[src/rtl/acc_core_sequencer_if.sv]
// Shared instruction/data memory port. The core is the master and the memory is the slave.
// The slave may hold mem_ack low for any number of wait cycles.
interface acc_core_sequencer_if #(
  parameter int DATA_WIDTH = 16,
  parameter int ADDR_WIDTH = 12
) ();
  logic                  mem_req;
  logic                  mem_we;
  logic [ADDR_WIDTH-1:0] mem_addr;
  logic [DATA_WIDTH-1:0] mem_wdata;
  logic [DATA_WIDTH-1:0] mem_rdata;
  logic                  mem_ack;

  modport master (output mem_req, mem_we, mem_addr, mem_wdata, input mem_rdata, mem_ack);
  modport slave  (input mem_req, mem_we, mem_addr, mem_wdata, output mem_rdata, mem_ack);
endinterface

[src/rtl/acc_core_sequencer.sv]
// Multi-cycle fetch/decode/execute sequencer for the accumulator machine.
// It owns PC/IR/MAR/MBR/AC and runs one shared memory through a req/ack handshake.
module acc_core_sequencer #(
  parameter int                    DATA_WIDTH = 16,
  parameter int                    ADDR_WIDTH = 12,
  parameter logic [ADDR_WIDTH-1:0] RESET_PC   = '0
) (
  input  logic                    clock,
  input  logic                    reset,
  input  logic                    run,
  acc_core_sequencer_if.master    mem,
  output logic [ADDR_WIDTH-1:0]   pc,
  output logic [DATA_WIDTH-1:0]   acc,
  output logic                    retired,
  output logic                    halted,
  output logic                    illegal
);

  typedef enum logic [2:0] {S_IDLE, S_FETCH, S_DECODE, S_MEM, S_EXEC, S_HALT} state_t;

  localparam logic [3:0] OP_LOAD  = 4'h1, OP_STORE = 4'h2, OP_ADD  = 4'h3, OP_SUB   = 4'h4;
  localparam logic [3:0] OP_AND   = 4'h5, OP_OR    = 4'h6, OP_XOR  = 4'h7, OP_JUMP  = 4'h8;
  localparam logic [3:0] OP_JZ    = 4'h9, OP_JN    = 4'hA, OP_SHL  = 4'hB, OP_SHR   = 4'hC;
  localparam logic [3:0] OP_LOADI = 4'hD, OP_ILL   = 4'hE, OP_HALT = 4'hF;

  state_t                state_q, state_d;
  logic [ADDR_WIDTH-1:0] pc_q, pc_d, mar_q, mar_d;
  logic [DATA_WIDTH-1:0] ac_q, ac_d, ir_q, ir_d, mbr_q, mbr_d;
  logic                  illegal_q, illegal_d;
  logic [3:0]            opcode;
  logic [DATA_WIDTH-1:0] operand_zx;
  logic                  req, we;
  logic [ADDR_WIDTH-1:0] addr;

  assign opcode     = ir_q[DATA_WIDTH-1 -: 4];
  assign operand_zx = {{(DATA_WIDTH-ADDR_WIDTH){1'b0}}, mar_q};

  always_ff @(posedge clock) begin
    if (!reset) begin
      state_q   <= S_IDLE;
      pc_q      <= RESET_PC;
      mar_q     <= '0;
      ac_q      <= '0;
      ir_q      <= '0;
      mbr_q     <= '0;
      illegal_q <= 1'b0;
    end else begin
      state_q   <= state_d;
      pc_q      <= pc_d;
      mar_q     <= mar_d;
      ac_q      <= ac_d;
      ir_q      <= ir_d;
      mbr_q     <= mbr_d;
      illegal_q <= illegal_d;
    end
  end

  always_comb begin
    state_d   = state_q;
    pc_d      = pc_q;
    mar_d     = mar_q;
    ac_d      = ac_q;
    ir_d      = ir_q;
    mbr_d     = mbr_q;
    illegal_d = illegal_q;
    req       = 1'b0;
    we        = 1'b0;
    addr      = pc_q;
    retired   = 1'b0;
    case (state_q)
      S_IDLE: if (run) state_d = S_FETCH;
      S_FETCH: begin
        req = 1'b1;
        if (mem.mem_ack) begin
          ir_d    = mem.mem_rdata;
          state_d = S_DECODE;
        end
      end
      S_DECODE: begin
        pc_d  = pc_q + ADDR_WIDTH'(1);
        mar_d = ir_q[ADDR_WIDTH-1:0];
        case (opcode)
          OP_LOAD, OP_STORE, OP_ADD, OP_SUB, OP_AND, OP_OR, OP_XOR: state_d = S_MEM;
          OP_ILL: begin
            illegal_d = 1'b1;
            state_d   = S_HALT;
          end
          OP_HALT: state_d = S_HALT;
          default: state_d = S_EXEC;
        endcase
      end
      S_MEM: begin
        // Address, direction and write data come from registers frozen for the whole request.
        req  = 1'b1;
        addr = mar_q;
        we   = (opcode == OP_STORE);
        if (mem.mem_ack) begin
          if (opcode == OP_STORE) begin
            retired = 1'b1;
            state_d = run ? S_FETCH : S_IDLE;
          end else begin
            mbr_d   = mem.mem_rdata;
            state_d = S_EXEC;
          end
        end
      end
      S_EXEC: begin
        retired = 1'b1;
        state_d = run ? S_FETCH : S_IDLE;
        case (opcode)
          OP_LOAD:  ac_d = mbr_q;
          OP_ADD:   ac_d = ac_q + mbr_q;
          OP_SUB:   ac_d = ac_q - mbr_q;
          OP_AND:   ac_d = ac_q & mbr_q;
          OP_OR:    ac_d = ac_q | mbr_q;
          OP_XOR:   ac_d = ac_q ^ mbr_q;
          OP_JUMP:  pc_d = mar_q;
          OP_JZ:    if (ac_q == '0) pc_d = mar_q;
          OP_JN:    if (ac_q[DATA_WIDTH-1]) pc_d = mar_q;
          OP_SHL:   ac_d = {ac_q[DATA_WIDTH-2:0], 1'b0};
          OP_SHR:   ac_d = {1'b0, ac_q[DATA_WIDTH-1:1]};
          OP_LOADI: ac_d = operand_zx;
          default:  ;
        endcase
      end
      S_HALT: ;
      default: state_d = S_IDLE;
    endcase
  end

  assign mem.mem_req   = req;
  assign mem.mem_we    = we;
  assign mem.mem_addr  = addr;
  assign mem.mem_wdata = ac_q;
  assign pc            = pc_q;
  assign acc           = ac_q;
  assign halted        = (state_q == S_HALT);
  assign illegal       = illegal_q;

endmodule

[src/flat_wrapper.sv]
// flat-port wrapper written by rule: the top's interface ports become plain ports
module acc_core_sequencer_flat 
#(
  parameter int                    DATA_WIDTH = 16,
  parameter int                    ADDR_WIDTH = 12,
  parameter logic [ADDR_WIDTH-1:0] RESET_PC   = '0
)
  (clock, reset, run, pc, acc, retired, halted, illegal, mem_mem_req, mem_mem_we, mem_mem_addr, mem_mem_wdata, mem_mem_rdata, mem_mem_ack);
  acc_core_sequencer_if #(.DATA_WIDTH(DATA_WIDTH), .ADDR_WIDTH(ADDR_WIDTH)) mem_i ();
  input  logic clock;
  input  logic reset;
  input  logic run;
  output logic [ADDR_WIDTH-1:0] pc;
  output logic [DATA_WIDTH-1:0] acc;
  output logic retired;
  output logic halted;
  output logic illegal;
  output wire logic [$bits(mem_i.mem_req)-1:0] mem_mem_req;
  output wire logic [$bits(mem_i.mem_we)-1:0] mem_mem_we;
  output wire logic [$bits(mem_i.mem_addr)-1:0] mem_mem_addr;
  output wire logic [$bits(mem_i.mem_wdata)-1:0] mem_mem_wdata;
  input wire logic [$bits(mem_i.mem_rdata)-1:0] mem_mem_rdata;
  input wire logic [$bits(mem_i.mem_ack)-1:0] mem_mem_ack;
  assign mem_mem_req = mem_i.mem_req;
  assign mem_mem_we = mem_i.mem_we;
  assign mem_mem_addr = mem_i.mem_addr;
  assign mem_mem_wdata = mem_i.mem_wdata;
  assign mem_i.mem_rdata = mem_mem_rdata;
  assign mem_i.mem_ack = mem_mem_ack;
  acc_core_sequencer #(.DATA_WIDTH(DATA_WIDTH), .ADDR_WIDTH(ADDR_WIDTH), .RESET_PC(RESET_PC)) u_core (.clock(clock), .reset(reset), .run(run), .mem(mem_i), .pc(pc), .acc(acc), .retired(retired), .halted(halted), .illegal(illegal));
endmodule
[config.mk]
export PLATFORM = sky130hd
export DESIGN_NAME = acc_core_sequencer_flat
export DESIGN_NICKNAME = d
export VERILOG_FILES = /design/src/rtl/acc_core_sequencer_if.sv /design/src/rtl/acc_core_sequencer.sv /design/src/flat_wrapper.sv
export SDC_FILE = /design/constraint.sdc
export NUM_CORES = 1
export LEC_CHECK = 0
export ABC_AREA = 1
export BUFFER_PORTS_ARGS = -buffer_cell sky130_fd_sc_hd__buf_2
export CAP_MARGIN = 0
export CORE_MARGIN = 8
export CORE_UTILIZATION = 40
export DETAILED_ROUTE_END_ITERATION = 6
export GPL_ROUTABILITY_DRIVEN = 0
export PLACE_DENSITY_LB_ADDON = 0.3
export SLEW_MARGIN = 5
export SYNTH_ARGS = -nofsm -noshare
export SYNTH_HDL_FRONTEND = slang
export SYNTH_SLANG_ARGS = --single-unit
[constraint.sdc]
create_clock -name clock -period 2.4 [get_ports clock]
set_input_delay 0.24 -clock clock [delete_from_list [all_inputs] [get_ports clock]]
set_output_delay 0.24 -clock clock [all_outputs]
set_load 0.02 [all_outputs]
==> flow_summary.toml <==
[power_and_ir_drop]
powerDensity_nw_per_um2 = 698
leakagePower_nw = 3.39
vdd.ir_drop.worst_uv = 337
clockPowerShare_pct = 25.2
p_seq_share_pct = 29.2
p_comb_share_pct = 45.5
switchingPower_w = 0.00207
p_int_w = 0.00304
switching_share_pct = 40.6

[synth]
synth.area.top_cells = "dfxtp_1 (26%), nand2_1 (14%), ha_1 (10%), o21ai_0 (8.1%), a21oi_1 (7.2%)"
netlist_instances = 932
synth_ff_type = "dfxtp_1"
synth_top_cell_by_area = "dfxtp_1"
synth-edff-count = 0
syn_nets = 1002
ys_async_sr_fraction_pct = 0
synth_top_area_share_pct = 25.9
ys_types = 39
synth.avg_cell_area_um2 = 6.31
seq_area_frac_synth_pct = 25.9
yosys-top-cells-count = "nand2_1 (214), nor2_1 (104), inv_1 (103)"
yosysMostFrequentCell = "nand2_1"
ys_ff_latch = 76
syn_area_um2 = 5880
synth_warnings = 0

[routing]
drt_iter0_markers = 448
post_drt_wl_per_cell_um = 14.9
vias_per_cell = 5.15
dr.pass1.iters = 7
wl_um = 18200
ant_nets = 0
vias = 6319
drc = 0

[grt]
overflow = 0
grt_pass1_vias = 6128
grt_max_degree = 55
grt.total_usage_pct = 20.0
grt_pass1_wl_um = 30700
antenna_found_initial = 0

[timing]
worst_clock_skew_ns = 0.00824
period_minus_slack_ns = 2.69
fmax_ghz = 0.372
rsz0062_at_grt = "true"
finalSetupViolCount = 9
fin_ws_ns = -0.289
finalCritPeriodShare_pct = 112
final_hold_viol_count = 0
finalMaxSlewViolations = 0
worst_slew_pin_slew_ns = 0.889
holdWs_ns = 0.155
max_slew_margin_pct = 40.7

[outcome]
violations = "negative setup slack"
status = "finished, violations left"

[die]
die_h_um = 137
fp.dieW_um = 137
start_util_pct = 40.7
io_pins = 81
coreArea_um2 = 14400
row_count = 44
die_area_um2 = 18800

[place]
place_hpwl_um = 13800
post_dp_cell_area_um2 = 6780
io_buffer_count = 80
place_ws_ns = -0.242

[cts]
clk_pin_slew_ns = 0.06
clkSinkCount = 76
cts_max_path_buffers = 2
cts_hold_buf = 0
numCtsBuffers = 9
insertion_delay_ns = 0.34
cts_tree = "done"
htreeDepth = 3
cts-root-buf = "clkbuf_16"

[setup_path]
crit_arrival_ns = 2.87
setup.worst_path.end_class = "register"
crit_type = "register to register"
crit_fanout = 4
cp.required_ns = 2.58
critPathLaunchType = "register"

[layout]
multi_input_area_um2 = 3960
drive_gt1_share_pct = 23.4
num_antenna_cells = 0
syn_to_final_growth_pct = 24.5
final_nets = 1108
fill_cells = 1495
final_area_um2 = 7320
regArea_um2 = 1530

[job]
max-cap-violations = 0

[worst_hold_path]
hp-class = "primary input to register"
==> cells in the final DEF (no fill, tap or decap), drive strengths merged, types with 12 or more instances in the layout <==
master,synthesis,layout
a21oi,85,85
xor2,17,17
nand2,221,221
nand3,41,41
ha,49,49
clkbuf,22,12
inv,110,112
o21ai,103,103
dfxtp,76,76
nor2,109,109
buf,27,144
==> cell type report <==
cell class,instances,area share [%]
flip-flops and latches,76,20.9
multi-input cells,695,54.1
clock buffers,12,3.37
clock inverters,4,0.445
repair buffers,144,12.3
inverters,112,5.78
well taps,184,3.15
==> power by group through the flow <==
stage          registers [W]  logic [W]  clock network, W
2_1_floorplan        0.00153    0.00141                 0
3_3_place_gp         0.00151    0.00200                 0
3_5_place_dp         0.00151    0.00204                 0
4_1_cts              0.00149    0.00222           0.00131
5_1_grt              0.00151    0.00263           0.00137
6_report             0.00149    0.00233           0.00129
==> cells by family after synthesis <==
| logic type | share of synthesized area (%) |
|---|---|
| buf+inv | 11.7 |
| compound gates | 19.5 |
| xor+xnor | 2.83 |
| simple gates | 29.3 |
| fa+ha+maj | 10.8 |
| flops | 25.9 |
==> through the flow <==
stage	TNS, ns	cells	total power [W]	util (%)
6_report	-1.43	1227	0.00511	50.7
5_1_grt	-3.90	1227	0.00551	50.7
3_3_place_gp	-1.41	1207	0.00352	47.0
4_1_cts	-0.818	1226	0.00502	50.3
3_5_place_dp	-1.79	1207	0.00355	47.0
2_1_floorplan	-0.0597	932	0.00294	-
==> timing repair <==
| item | CTS | global route |
|---|---|---|
| setup buffers | 3 | 1 |
| resized for setup | 49 | 13 |
| setup endpoints to repair | 13 | 13 |
| pin swaps | 16 | 15 |
==> path summary, 6_finish.rpt <==
check	start	end	slack, ns	cells after the start
setup / recovery	u_core.mbr_q[0]	u_core.acc[13]	-0.29	18
hold reg to reg	u_core.ir_q[9]	u_core.mar_q[9]	0.49	2
setup reg to reg	u_core.mbr_q[0]	u_core.acc[13]	-0.29	18
hold / removal	mem_mem_rdata[2]	u_core.ir_q[2]	0.16	3
==> registers in the layout, summed over array words and instances, names as in the netlist <==
signal and flops:
u_core.state_q 3, u_core.pc 12, u_core.mar_q 12, u_core.ir_q 16, u_core.illegal 1, u_core.mbr_q 16, u_core.acc 16
==> metal layers <==
layer	up-vias	global-route usage [%]	wire length (µm)
li1	3259	-	-
met1	2835	27.5	8770
met2	199	31.6	8010
met3	26	2.84	1070
met4	0	6.46	399
met5	-	0	0
==> worst max-delay path, stage by stage (launching register included) <==
cell     delay, ns
dfxtp_2       0.32
inv_2         0.07
ha_4          0.15
nand3_4       0.08
nor3_4        0.24
nand3_4       0.13
o31ai_4       0.19
xor2_1        0.10
ha_1          0.37
nand2_2       0.14
nor2_4        0.16
and3_1        0.15
nand2_1       0.07
nand2_1       0.06
nand2_1       0.05
nand3_1       0.07
nand2_1       0.06
nand2_1       0.06
a21oi_1       0.05
Power figures use the tool's default switching activity.
